--- config.mk ---
export PLATFORM = sky130hd
export DESIGN_NAME = alu_arbiter
export DESIGN_NICKNAME = d
export VERILOG_FILES = /design/src/rtl/macro_pkg.sv /design/src/rtl/alu_rr_picker.sv /design/src/rtl/alu_arbiter.sv
export SDC_FILE = /design/constraint.sdc
export NUM_CORES = 1
export LEC_CHECK = 0
export BUFFER_PORTS_ARGS = -buffer_cell sky130_fd_sc_hd__buf_2
export CORE_UTILIZATION = 46
export CTS_BUF_LIST = sky130_fd_sc_hd__clkbuf_16
export DETAILED_ROUTE_END_ITERATION = 16
export GPL_TIMING_DRIVEN = 0
export PLACE_DENSITY_LB_ADDON = 0.12
export SYNTH_ARGS = -nofsm -noshare
export SYNTH_HDL_FRONTEND = slang
export SYNTH_HIERARCHICAL = 1
export SYNTH_SLANG_ARGS = --single-unit
--- constraint.sdc ---
create_clock -name clk -period 5.5 [get_ports clk]
set_clock_uncertainty 0.2 [all_clocks]
set_input_delay 0.55 -clock clk [delete_from_list [all_inputs] [get_ports clk]]
set_output_delay 0.55 -clock clk [all_outputs]
set_load 0.1 [all_outputs]
--- src/rtl/macro_pkg.sv ---
// macro_pkg: shared opcode, arbiter state and default sizing for the ALU arbiter slice
package macro_pkg;
  typedef enum logic [2:0] {OP_ADD, OP_SUB, OP_AND, OP_OR, OP_XOR, OP_NOT, OP_SHL, OP_SHR} opcode_e;
  typedef enum logic [1:0] {IDLE, ISSUE, WAIT, RESP} arb_state_e;
  localparam int ARB_NUM_REQ_DEFAULT = 4;
endpackage

--- src/rtl/alu_rr_picker.sv ---
// alu_rr_picker: combinational round-robin pick of the first request at or after rr_ptr
module alu_rr_picker
  import macro_pkg::*;
#(
  parameter int NUM_REQ = ARB_NUM_REQ_DEFAULT,
  parameter int IW = $clog2(NUM_REQ)
) (
  input  logic [NUM_REQ-1:0] req,
  input  logic [IW-1:0]      rr_ptr,
  output logic [NUM_REQ-1:0] grant,
  output logic [IW-1:0]      grant_idx,
  output logic               any_req
);
  function automatic logic [IW-1:0] wrap(int i);
    return IW'(i >= NUM_REQ ? i - NUM_REQ : i);
  endfunction
  // Scan from the farthest candidate back so the nearest one wins.
  always_comb begin
    grant_idx = '0;
    any_req = 1'b0;
    for (int i = NUM_REQ - 1; i >= 0; i--) begin
      if (req[wrap(int'(rr_ptr) + i)]) begin
        grant_idx = wrap(int'(rr_ptr) + i);
        any_req = 1'b1;
      end
    end
  end
  assign grant = any_req ? NUM_REQ'(1) << grant_idx : '0;
endmodule

--- src/rtl/alu_arbiter.sv ---
// alu_arbiter: round-robin sharing of one ALU among NUM_REQ requesters, one op in flight.
// Define ALU_ARB_TIMEOUT_EN to bound the wait for alu_valid_out by TIMEOUT_CYCLES.
module alu_arbiter
  import macro_pkg::*;
#(
  parameter int NUM_REQ = ARB_NUM_REQ_DEFAULT,
  parameter int TIMEOUT_CYCLES = 15
) (
  input  logic                    clk,
  input  logic                    reset,
  input  logic [NUM_REQ-1:0]      req_valid,
  output logic [NUM_REQ-1:0]      req_ready,
  input  logic [NUM_REQ-1:0][3:0] req_a,
  input  logic [NUM_REQ-1:0][3:0] req_b,
  input  logic [NUM_REQ-1:0]      req_cin,
  input  opcode_e [NUM_REQ-1:0]   req_ctl,
  output logic [NUM_REQ-1:0]      rsp_valid,
  output logic [3:0]              rsp_alu,
  output logic                    rsp_carry,
  output logic                    rsp_zero,
  output logic                    rsp_err,
  output logic                    alu_valid_in,
  output logic                    alu_cin,
  output logic [3:0]              alu_a,
  output logic [3:0]              alu_b,
  output opcode_e                 alu_ctl,
  input  logic                    alu_valid_out,
  input  logic                    alu_carry,
  input  logic                    alu_zero,
  input  logic [3:0]              alu_result
);
  localparam int IW = $clog2(NUM_REQ);
  if (NUM_REQ < 2 || NUM_REQ > 8 || TIMEOUT_CYCLES < 1 || TIMEOUT_CYCLES > 255) begin : g_bad_cfg
    $error("alu_arbiter: parameter out of range");
  end
  arb_state_e state, state_nx;
  logic [IW-1:0] rr_ptr, gnt_idx, pick_idx;
  logic [NUM_REQ-1:0] pick;
  logic any_req, busy, resp, timeout, done;
  logic [3:0] a_q, b_q, res_q;
  logic cin_q, carry_q, zero_q, err_q;
  opcode_e ctl_q;
  alu_rr_picker #(.NUM_REQ(NUM_REQ), .IW(IW)) u_picker (
    .req(req_valid),
    .rr_ptr(rr_ptr),
    .grant(pick),
    .grant_idx(pick_idx),
    .any_req(any_req)
  );
`ifdef ALU_ARB_TIMEOUT_EN
  logic [7:0] tmo_cnt;
  always_ff @(posedge clk)
    tmo_cnt <= (reset || state != WAIT || alu_valid_out) ? '0 : tmo_cnt + 8'd1;
  assign timeout = state == WAIT && tmo_cnt == 8'(TIMEOUT_CYCLES - 1);
`else
  assign timeout = 1'b0;
`endif
  assign done = state == WAIT && (alu_valid_out || timeout);
  always_ff @(posedge clk)
    state <= reset ? IDLE : state_nx;
  always_comb begin
    state_nx = state;
    case (state)
      IDLE:    state_nx = any_req ? ISSUE : IDLE;
      ISSUE:   state_nx = WAIT;
      WAIT:    state_nx = done ? RESP : WAIT;
      default: state_nx = IDLE;
    endcase
  end
  always_ff @(posedge clk) begin
    if (reset) begin
      rr_ptr <= '0;
      gnt_idx <= '0;
      a_q <= '0;
      b_q <= '0;
      cin_q <= 1'b0;
      ctl_q <= opcode_e'('0);
      res_q <= '0;
      carry_q <= 1'b0;
      zero_q <= 1'b0;
      err_q <= 1'b0;
    end else begin
      if (state == IDLE && any_req) begin
        gnt_idx <= pick_idx;
        a_q <= req_a[pick_idx];
        b_q <= req_b[pick_idx];
        cin_q <= req_cin[pick_idx];
        ctl_q <= req_ctl[pick_idx];
      end
      // A real result always beats a coincident timeout.
      if (done) begin
        res_q <= alu_valid_out ? alu_result : '0;
        carry_q <= alu_valid_out & alu_carry;
        zero_q <= alu_valid_out & alu_zero;
        err_q <= !alu_valid_out;
      end
      if (resp) rr_ptr <= gnt_idx == IW'(NUM_REQ - 1) ? '0 : gnt_idx + 1'b1;
    end
  end
  assign busy = state == ISSUE || state == WAIT;
  assign resp = state == RESP;
  assign req_ready = (state == IDLE && !reset) ? pick : '0;
  assign alu_valid_in = state == ISSUE;
  assign alu_a = busy ? a_q : '0;
  assign alu_b = busy ? b_q : '0;
  assign alu_cin = busy & cin_q;
  assign alu_ctl = busy ? ctl_q : opcode_e'('0);
  assign rsp_valid = resp ? NUM_REQ'(1) << gnt_idx : '0;
  assign rsp_alu = resp ? res_q : '0;
  assign rsp_carry = resp & carry_q;
  assign rsp_zero = resp & zero_q;
  assign rsp_err = resp & err_q;
endmodule

==> metrics.md, run 1 <==
| Metric | Value |
|---|---|
| Final Hold Fails | `0` |
| Reg2reg start | `rr_ptr[0]` |
| Layout cells sized above 1 | `40.1%` |
| Die span in y | `62.5 µm` |
| Slew Limit Headroom | `54.6%` |
| Die area | `3910 µm²` |
| Worst path depth | `5` |
| Largest net degree at the start of global routing | `14` |
| Setup Viol. Count Final | `0` |
| Cell area after synthesis | `1690 µm²` |
| Antenna cells | `0` |
| Syn Area/Cell | `8.96 µm²` |
| Cts hold-fix bufs | `0` |
| Startpoint class of the critical path | `flop` |
| Min-Delay Startpoint | `b_q[1]` |
| Critical path type | `flop to output port` |
| I/O Buffers | `87` |
| Avg Vias per Cell | `5.15` |
| Num ports | `89` |
| DRT Pass-1 Iters | `4` |
| CP Cell Sequence | `inv_1 > ha_1 > clkbuf_1 > and2_1 > buf_2` |
| Simple-gate portion of the synthesized area | `27.2%` |
| WP buf/inv | `3` |
| GRT Residual Overflow | `0` |
| Worst-Margin Slew | `0.676 ns` |
| Core box area | `3420 µm²` |
| Largest family of logic cells by synthesized area | `simple AND/OR/NAND/NOR gates` |
| Drt initial violations | `102` |
| Ys flop type | `dfxtp_1` |
| PD cells | `396 nW/µm²` |
| Fill cells | `313` |
| Top cells by area, synth | `dfxtp_1 30%, mux4_2 12%, and2_1 10%` |
| Yosys Warn Count | `6` |
| Hpwl dp | `3.02 mm` |
| Crit. End Element | `output port` |
| Hold worst-path end | `b_q[1]` |
| Post-CTS Setup Repair Bufs | `0` |
| Critical path data arrival time | `1.98 ns` |
| Critical Path Slowest Stage Cell | `buf_2` |
| Worst-path fanout max | `10` |
| Met1 Usage GRT | `23.9%` |
| Global Route met3 Usage | `2.55%` |
| Post-synthesis mux area share | `17.9%` |
| Synth top cells by count | `27 x and2_1, 25 x dfxtp_1, 23 x nand2_1, 20 x nand3_1, 19 x a21oi_1` |
| Total GRT Usage | `19.4%` |
| Post-synth EDFFs | `0` |
| Max-slew violations | `0` |
| Final ANT Viol Nets | `0` |
| Area grow syn2layout | `33.9%` |
| Compound-gate portion of the synthesized area | `12.8%` |
| CTS root buf | `clkbuf_16` |
| Clock buffer count from CTS | `3` |
| Nets | `350` |
| First-pass GRT wire length | `6.22 mm` |
| Placer congestion estimate | `0.857` |
| Hold crit path type | `flop to flop` |
| # rows | `21` |
| Antenna violations before repair | `0` |
| Max-cap viol count | `0` |
| CTS tree | `yes` |
| Top cell type's share of synthesized area | `29.7%` |
| Wirelength per Cell | `11.4 µm` |
| Gr busiest metal | `met2` |
| Syn_nets | `258` |
| Synth Instances | `188` |
| Most frequent cell after synthesis | `and2_1` |
| Total power | `0.000894 W` |
| Leakage | `1.08 nW` |
| Post-synthesis xor/xnor area fraction | `0%` |
| Flops & latches, synth | `25` |
| Data required time of the critical path | `4.75 ns` |
| Sequential area share after synthesis | `29.7%` |
| Min-Delay Path Depth | `2` |
| Initial Util | `49.3%` |
| R2R Setup Slk | `2.84 ns` |
| Reg2reg end | `a_q[1]` |
| RSZ-0062 raised after global routing | `false` |
| Family with the most delay on the worst path | `buffers and inverters` |
| Post-cts sizing count | `0` |
| Via count | `1674` |
| Clock sink count | `25` |
| Routed Wire Length | `3.70 mm` |
| Setup TNS | `0 ns` |
| Max stage delay on crit path | `0.42 ns` |
| Vias in the first global route | `1525` |
| CTS H-tree lvls | `1` |
| Clock Path Buffers | `2` |
| Die W | `62.5 µm` |
| # DRC | `0` |
| Asr flop ratio synth | `0%` |
| Distinct cells, synth | `29` |
| Peak Freq | `367 MHz` |
| Outcome | `finished, final reports clean` |
| Number of cells on the worst reg-to-reg path | `7` |
| Worst skew pair latency | `0.25 ns` |
| Final critical-path required period | `2.73 ns` |
| Peak supply drop | `146 µV` |
| Yosys top cell by area | `dfxtp_1` |
| GR Layer Usage met2 | `35.6%` |
| Post-Synth Adder-Cell Area | `6.68%` |
| Final worst-path cycle share | `49.6%` |
| Clk slew on worst S/H paths | `0.06 ns` |
[per-layer routing]
metal / vias up / part of all wire [%] / wire (µm)
li1: 843 / - / -
met1: 754 / 43 / 1590
met2: 75 / 49 / 1830
met3: 2 / 7.1 / 264
met4: 0 / 0.59 / 22
met5: - / 0 / 0
[cells by family after synthesis]
| group | Yosys count |
|---|---|
| AO/OA/AOI/OAI | 34 |
| adder cells (fa/ha/maj) | 9 |
| buffers and inverters | 17 |
| flip-flops | 25 |
| multiplexers | 14 |
| AND/OR/NAND/NOR | 89 |
[worst max path at each step]
stage / from / to / slack [ns]
after floorplan: req_valid[2] / a_q[0] / 2.90
after global placement: req_valid[2] / ctl_q[1] / 2.55
after detailed placement: req_valid[2] / ctl_q[1] / 2.57
after CTS: state[0] / alu_b[2] / 2.74
after global routing: state[0] / alu_a[2] / 2.62
final: state[0] / alu_b[2] / 2.77
[sequential cells by signal, indices dropped and copies added, names as in the netlist]
| register | count |
|---|---|
| a_q | 4 |
| b_q | 4 |
| res_q | 4 |
| ctl_q | 3 |
| gnt_idx | 2 |
| rr_ptr | 2 |
| state | 2 |
| carry_q | 1 |
| cin_q | 1 |
| err_q | 1 |
| zero_q | 1 |
[worst register-to-register path, cell delays in order, from the launching register on]
cell and delay [ns]:
dfxtp_1 0.49, nor2b_2 0.10, o21bai_1 0.17, a211oi_1 0.61, buf_6 0.26, mux4_2 0.50, nand3_1 0.12, a21oi_2 0.07
[metrics by stage]
stage	std cells	worst slack (ns)	hold slack (ns)	area [µm²]	util, %
after floorplan	188	2.90	0.232	1690	-
after global placement	321	2.55	0.237	2180	63.8
after detailed placement	321	2.57	0.244	2180	63.8
after CTS	325	2.74	0.252	2260	66.1
after global routing	325	2.62	0.268	2260	66.1
final	325	2.77	0.248	2260	66.1
[final cells by class]
class                      instances  area (µm²)  share of cell area [%]
sequential                        25         500                    22.2
clock inverter                     1        3.75                   0.166
inverter                           6        22.5                   0.998
clock buffer                       3        75.1                    3.33
buffer                            11        75.1                    3.33
multi-input combinational        146        1090                    48.2
timing repair buffer              87         435                    19.3
tap                               46        57.6                    2.55
[power by group]
group / internal, W / leakage, nW / total (W) / switching (W)
registers: 0.000219 / 0.205 / 0.000242 / 0.0000234
logic: 0.000144 / 0.830 / 0.000498 / 0.000354
clock network: 0.0000969 / 0.0423 / 0.000153 / 0.0000563
[placed cells by master (no fill, tap or decap), types with 3 or more instances in the layout]
cell type,netlist,routed
and2_1,27,27
mux4_1,3,3
ha_1,9,9
mux4_2,9,9
nand3_1,20,20
nor2_1,9,9
dfxtp_1,25,25
inv_1,6,7
nand2_1,23,23
a21oi_2,5,5
a21oi_1,19,19
buf_2,3,90
clkbuf_1,5,5
clkbuf_16,0,3
No activity file was read; power rests on OpenSTA's default activity.
==> run 2: changes to the inputs <==
- CORE_UTILIZATION: 46 -> 45
- clock period: 5.5 -> 2.8 ns (I/O delays scaled with it)
==> run 2 against run 1 <==
  * Register-to-register slack worse by 2.5 ns
  * Critical path type is now flop to flop
  * Clock power up 100%
  * First-iteration DRC count decreased by 50%
  * Sequential share of layout area decreased by 0.061 points
  * Core utilization fell by 0.82 points
  * Count of clock-buffer cells in the layout is the same
  * Routed wire length up 0.40%
  * Critical path depth up 2
  * Non-clock buffer count stayed put
  * Combinational power is 95% higher
  * Final area is 0.28% higher
==> metrics.md, run 2 (synthesized netlist as in run 1, its figures left out) <==
| Metric | Value |
|---|---|
| Die area | `3990 µm²` |
| Critical path data arrival time | `2.36 ns` |
| Placer congestion estimate | `0.913` |
| Switching portion of total power | `48.5%` |
| Vias in the first global route | `1530` |
| Antenna violations before repair | `0` |
| CTS H-tree lvls | `1` |
| Startpoint class of the critical path | `flop` |
| Total GRT Usage | `20.2%` |
| Min-Delay Startpoint | `alu_result[1]` |
| R2R Setup Slk | `0.37 ns` |
| Initial Util | `48.6%` |
| Met3 WL | `293 µm` |
| Routed Wire Length | `3.72 mm` |
| First-pass GRT wire length | `6.38 mm` |
| Clock buffer count from CTS | `3` |
| Outcome | `finished, final reports clean` |
| Largest registers | `a_q x4, b_q x4, res_q x4` |
| Hold crit path type | `primary input to flop` |
| Worst-path fanout max | `10` |
| Max-slew violations | `0` |
| Avg Vias per Cell | `5.14` |
| Core box area | `3470 µm²` |
| Critical path type | `flop to flop` |
| Most frequent cells in the layout | `90 x buf_2, 27 x and2_1, 25 x dfxtp_1` |
| Reg2reg end | `ctl_q[0]` |
| Hpwl dp | `3.13 mm` |
| # rows | `21` |
| Setup TNS | `0 ns` |
| PD cells | `776 nW/µm²` |
| Die W | `63.2 µm` |
| Final Hold Fails | `0` |
| Clk slew on worst S/H paths | `0.06 ns` |
| Setup Viol. Count Final | `0` |
| Antenna cells | `0` |
| P_sw | `0.000853 W` |
| Most common cell after layout, fill and taps aside | `buf_2` |
| Slew Limit Headroom | `61.9%` |
| Sequential cell area | `500 µm²` |
| Wirelength per Cell | `11.4 µm` |
| Layout cells sized above 1 | `40.9%` |
| Comb power frac | `55.3%` |
| Largest net degree at the start of global routing | `15` |
| Area grow syn2layout | `34.3%` |
| Crit. End Element | `flop` |
| Clock sink count | `25` |
| Routed wl met2 | `1.79 mm` |
| Post-CTS Setup Repair Bufs | `0` |
| Final worst-path cycle share | `86.8%` |
| Final ANT Viol Nets | `0` |
| Worst skew pair latency | `0.25 ns` |
| Area of the multi-input gates | `1090 µm²` |
| Via count | `1671` |
| CTS root buf | `clkbuf_16` |
| Worst Setup EP | `ctl_q[0]` |
| Peak Freq | `411 MHz` |
| DRT Pass-1 Iters | `4` |
| Final Util | `65.3%` |
| Post-route worst setup slack | `0.368 ns` |
| Part of the power in the clock network | `17.6%` |
| Clock Path Buffers | `2` |
| I/O Buffers | `87` |
| Reg2reg start | `rr_ptr[0]` |
| Data required time of the critical path | `2.72 ns` |
| Crit path from | `rr_ptr[0]` |
| Seq pwr share | `27.1%` |
| Drt initial violations | `51` |
| Num ports | `89` |
| Met1 WL | `1.59 mm` |
| Worst-Margin Slew | `0.571 ns` |
| Peak supply drop | `290 µV` |
| GRT Residual Overflow | `0` |
| Fill cells | `353` |
| # DRC | `0` |
| CTS tree | `yes` |
| Nets | `350` |
| Internal power | `0.000905 W` |
| RSZ-0062 raised after global routing | `false` |
| Final hold slack | `0.0945 ns` |
| Top routing layer used | `met4` |
| Final critical-path required period | `2.43 ns` |
| Number of cells on the worst reg-to-reg path | `7` |
| Die span in y | `63.2 µm` |
| Place WS | `0.118 ns` |
| Max-cap viol count | `0` |
| Leakage | `1.08 nW` |
==> run 2: changes by cell type in the layout (fill, tap and decap cells not counted), sizes merged <==
cell | before | now
inv | 7 | 6
clkinv | 0 | 1
==> run 2: critical path: stages, from the launching register on <==
cell and delay, ns:
dfxtp_1 0.47, nor2b_2 0.11, o21bai_1 0.18, a211oi_2 0.42, buf_6 0.23, mux4_2 0.50
nand3_1 0.13, a21oi_2 0.06
==> run 2: what timing repair did <==
| action | in CTS | in global routing |
|---|---|---|
| resized for setup | 0 | 1 |
| hold buffers | 0 | 0 |
| endpoints found under the hold margin | 0 | 0 |
| endpoints found under the setup margin | 0 | 9 |
==> run 2: area by class of cell <==
class                   count  area share (%)
well taps                  46            2.54
clock inverters             1           0.221
flip-flops and latches     25            22.1
multi-input cells         146            48.3
clock buffers               3            3.32
plain buffers              11            3.32
repair buffers             87            19.2
inverters                   6           0.995
==> run 2: metal layers <==
| layer | vias to the layer above | global-route usage (%) |
|---|---|---|
| met4 | 0 | 5.97 |
| met2 | 83 | 35.8 |
| met3 | 4 | 2.90 |
| met1 | 735 | 25.3 |
| li1 | 849 | - |
| met5 | - | 0 |
==> run 2: how the worst min path moves through the flow <==
stage          cells past startpoint        to
2_1_floorplan                      2    a_q[3]
3_3_place_gp                       2    b_q[0]
3_5_place_dp                       2    b_q[2]
4_1_cts                            3  res_q[3]
5_1_grt                            3   carry_q
6_report                           3  res_q[1]
==> run 2: power by group through the flow <==
stage               Sequential [W]  Clock, W  Combinational (W)
floorplan                 0.000472         0           0.000813
global placement          0.000480         0           0.000972
detailed placement        0.000484         0           0.000979
CTS                       0.000476  0.000318           0.000981
global route              0.000487  0.000332            0.00105
finish                    0.000476  0.000310           0.000972
==> run 2: through the flow <==
stage	total power, W	instance area (µm²)	cells
after detailed placement	0.00146	2180	321
after global placement	0.00145	2180	321
after floorplan	0.00128	1690	188
final	0.00176	2260	325
after CTS	0.00177	2260	325
after global routing	0.00187	2260	325
